--- config.mk ---
export PLATFORM = sky130hd
export DESIGN_NAME = registro_pc
export DESIGN_NICKNAME = d
export VERILOG_FILES = /design/src/rtl/registro_pc.sv
export SDC_FILE = /design/constraint.sdc
export NUM_CORES = 1
export LEC_CHECK = 0
export CAP_MARGIN = 10
export CELL_PAD_IN_SITES_DETAIL_PLACEMENT = 0
export CELL_PAD_IN_SITES_GLOBAL_PLACEMENT = 1
export CORE_UTILIZATION = 23
export CTS_BUF_LIST = sky130_fd_sc_hd__clkbuf_8 sky130_fd_sc_hd__clkbuf_16
export CTS_CLUSTER_DIAMETER = 40
export DETAILED_ROUTE_END_ITERATION = 8
export GPL_ROUTABILITY_DRIVEN = 0
export PLACE_DENSITY_LB_ADDON = 0.1
export SLEW_MARGIN = 0
export SYNTH_ARGS = -nofsm -noshare
export SYNTH_HDL_FRONTEND = slang
export SYNTH_SLANG_ARGS = --single-unit
--- constraint.sdc ---
create_clock -name clk -period 0.8 [get_ports clk]
set_input_delay 0.24 -clock clk [delete_from_list [all_inputs] [get_ports clk]]
set_output_delay 0.24 -clock clk [all_outputs]
set_load 0.02 [all_outputs]
--- src/rtl/registro_pc.sv ---
// Program-counter state register: captures the next-PC on every rising edge,
// with a synchronous active-high reset that loads the boot address.
module registro_pc #(
  parameter int unsigned            WIDTH       = 32,
  parameter logic [WIDTH-1:0]       RESET_VALUE = '0
) (
  input  logic             clk,
  input  logic             rst,
  input  logic [WIDTH-1:0] inputPC,
  output logic [WIDTH-1:0] outputPC
);

  // No enable: the PC advances on every edge, reset taking priority.
  always_ff @(posedge clk) begin
    if (rst) begin
      outputPC <= RESET_VALUE;
    end else begin
      outputPC <= inputPC;
    end
  end

endmodule

==> results.sh <==
export IMPL_hold_path_class="input pin to register"
export IMPL_final_cell_mix="buf_6, nor2b_1, clkdlybuf4s50_1, dfxtp_2, clkbuf_8"
export IMPL_row_count=21
export IMPL_postRouteAntennaNets=0
export IMPL_violations="setup timing"
export IMPL_crit_type="register to primary output"
export IMPL_ys_ff_latch=32
export IMPL_finalCriticalPeriod_ns=0.954
export IMPL_cp_required_ns=0.56
export IMPL_area_delta_synth_final_pct=100
export IMPL_setup_viol=32
export IMPL_critPathMaxStageDelay_ns=0.32
export IMPL_dp_hpwl_mm=1.27
export IMPL_crit_family="flip-flops"
export IMPL_cts_root_buf="clkbuf_8"
export IMPL_fin_ws_ns=-0.154
export IMPL_hold_slack_ns=0.477
export IMPL_largest_reg_flops=32
export IMPL_critPathCaptureType="primary output"
export IMPL_firstDrtPassIters=2
export IMPL_clk_pin_slew_ns=0.06
export IMPL_drive_gt1_share_pct=52.5
export IMPL_cts_sinks=32
export IMPL_crit_slowest_cell="dfxtp_2"
export IMPL_netlist_instances=67
export IMPL_dieHeight_um=63.3
export IMPL_antenna_found_initial=0
export IMPL_grt_overflow=0
export IMPL_cts_tree="done"
export IMPL_grt_max_degree=17
export IMPL_hold_viol_final=0
export IMPL_critPathLaunchType="register"
export IMPL_outcome="finished with violations"
export IMPL_antennaDiodeCount=0
export IMPL_synth_nets=101
export IMPL_peakVddDrop_v=0.00107
export IMPL_die_area_mm2=0.00400
export IMPL_final_common_cell="buf_6"
export IMPL_max_cap_violations=0
export IMPL_drv_slew=0
export IMPL_final_area_mm2=0.00173
export IMPL_ios=66
export IMPL_crit_fanout=1
export IMPL_worst_path_buf_inv=1
export IMPL_leakage_nw=0.731
export IMPL_yosys_warnings=0
export IMPL_rsz0062_at_grt="true"
export IMPL_htree_levels=2
export IMPL_grt_pass1_wl_mm=2.97
export IMPL_route_detailed_wl_per_inst_um=9.91
export IMPL_fillers=342
export IMPL_wirelength_mm=1.83
export IMPL_nNetsFinal=173
export IMPL_place_area_mm2=0.00156
export IMPL_grt_pass1_vias=690
export IMPL_numCtsBuffers=5
export IMPL_largest_register="outputPC"
export IMPL_drc=0
export IMPL_syn_area_um2=863
export IMPL_synth_cell_types=3
export IMPL_slew_headroom_pct=90.0
export IMPL_post_route_period_util_pct=119
export IMPL_syn_area_per_cell_um2=12.9
export IMPL_worst_pin_slew_ns=0.150
export IMPL_dr_total_vias=692
export IMPL_via_per_inst=3.74
export IMPL_fmax_mhz=1050
export IMPL_cts_setup_buffers=0
export IMPL_place_ws_ns=-0.337
export IMPL_arrival_ns=0.71
export IMPL_grtUsageTotal_pct=10.3
export IMPL_seq_area_frac_synth_pct=74.2
export IMPL_total_power_w=0.00336
export IMPL_cp_cell_sequence="buf_6"
export IMPL_cts_buffer_depth=2
export IMPL_start_util_pct=24.9
export IMPL_drt_iter0_markers=5
export IMPL_reg_top3="outputPC (32)"
export IMPL_core_mm2=0.00347
export IMPL_power_density_mw_per_mm2=1940
export IMPL_io_buffers=65
export IMPL_die_width_um=63.3
power breakdown:
| group | internal, W | switching (W) |
|---|---|---|
| Clock | 0.000576 | 0.000515 |
| Combinational | 0.000340 | 0.000193 |
| Sequential | 0.00170 | 0.0000372 |
cell type report:
cell class | count | area (µm²) | area share (%)
Sequential cell | 32 | 681 | 39.4
Timing Repair Buffer | 68 | 713 | 41.2
Clock buffer | 5 | 68.8 | 3.98
Clock inverter | 2 | 8.76 | 0.507
Multi-Input combinational cell | 32 | 200 | 11.6
Tap cell | 46 | 57.6 | 3.33
Yosys cell counts:
library cell  instances  share of area (%)
dfxtp_1              32                 74
nor2b_1              32                 23
buf_4                 3                2.6
metrics by stage:
step / cells / setup TNS (ns) / util [%]
after global placement: 177 / -20.40 / 45.1
final: 185 / -4.73 / 49.9
after CTS: 185 / -5.11 / 49.9
after global routing: 185 / -5.57 / 49.9
after floorplan: 67 / 0 / -
after detailed placement: 177 / -20.55 / 45.1
cell families after synthesis:
logic type             count (synthesis)  share of synthesized area (%)
and+or+nand+nor                       32                           23.2
DFF                                   32                           74.2
buffers and inverters                  3                           2.61
final timing paths:
kind                     from      endpoint  slack [ns]  depth (start not counted)
setup / recovery  outputPC[0]   outputPC[0]       -0.15                          1
hold / removal            rst  outputPC[12]        0.48                          3
per-layer routing:
metal | routed length [µm] | global-route usage, % | vias up
li1 | - | - | 341
met5 | 0 | 0 | -
met2 | 952 | 18.1 | 36
met1 | 637 | 8.77 | 308
met3 | 190 | 5.25 | 7
met4 | 53 | 7.67 | 0
what timing repair did:
item	CTS	global route
setup endpoints to repair	64	32
resized for setup	226	0
endpoints found under the hold margin	0	0
hold buffers	0	0
cloned	1	0
Note: power is estimated with default switching activity, not from simulation.
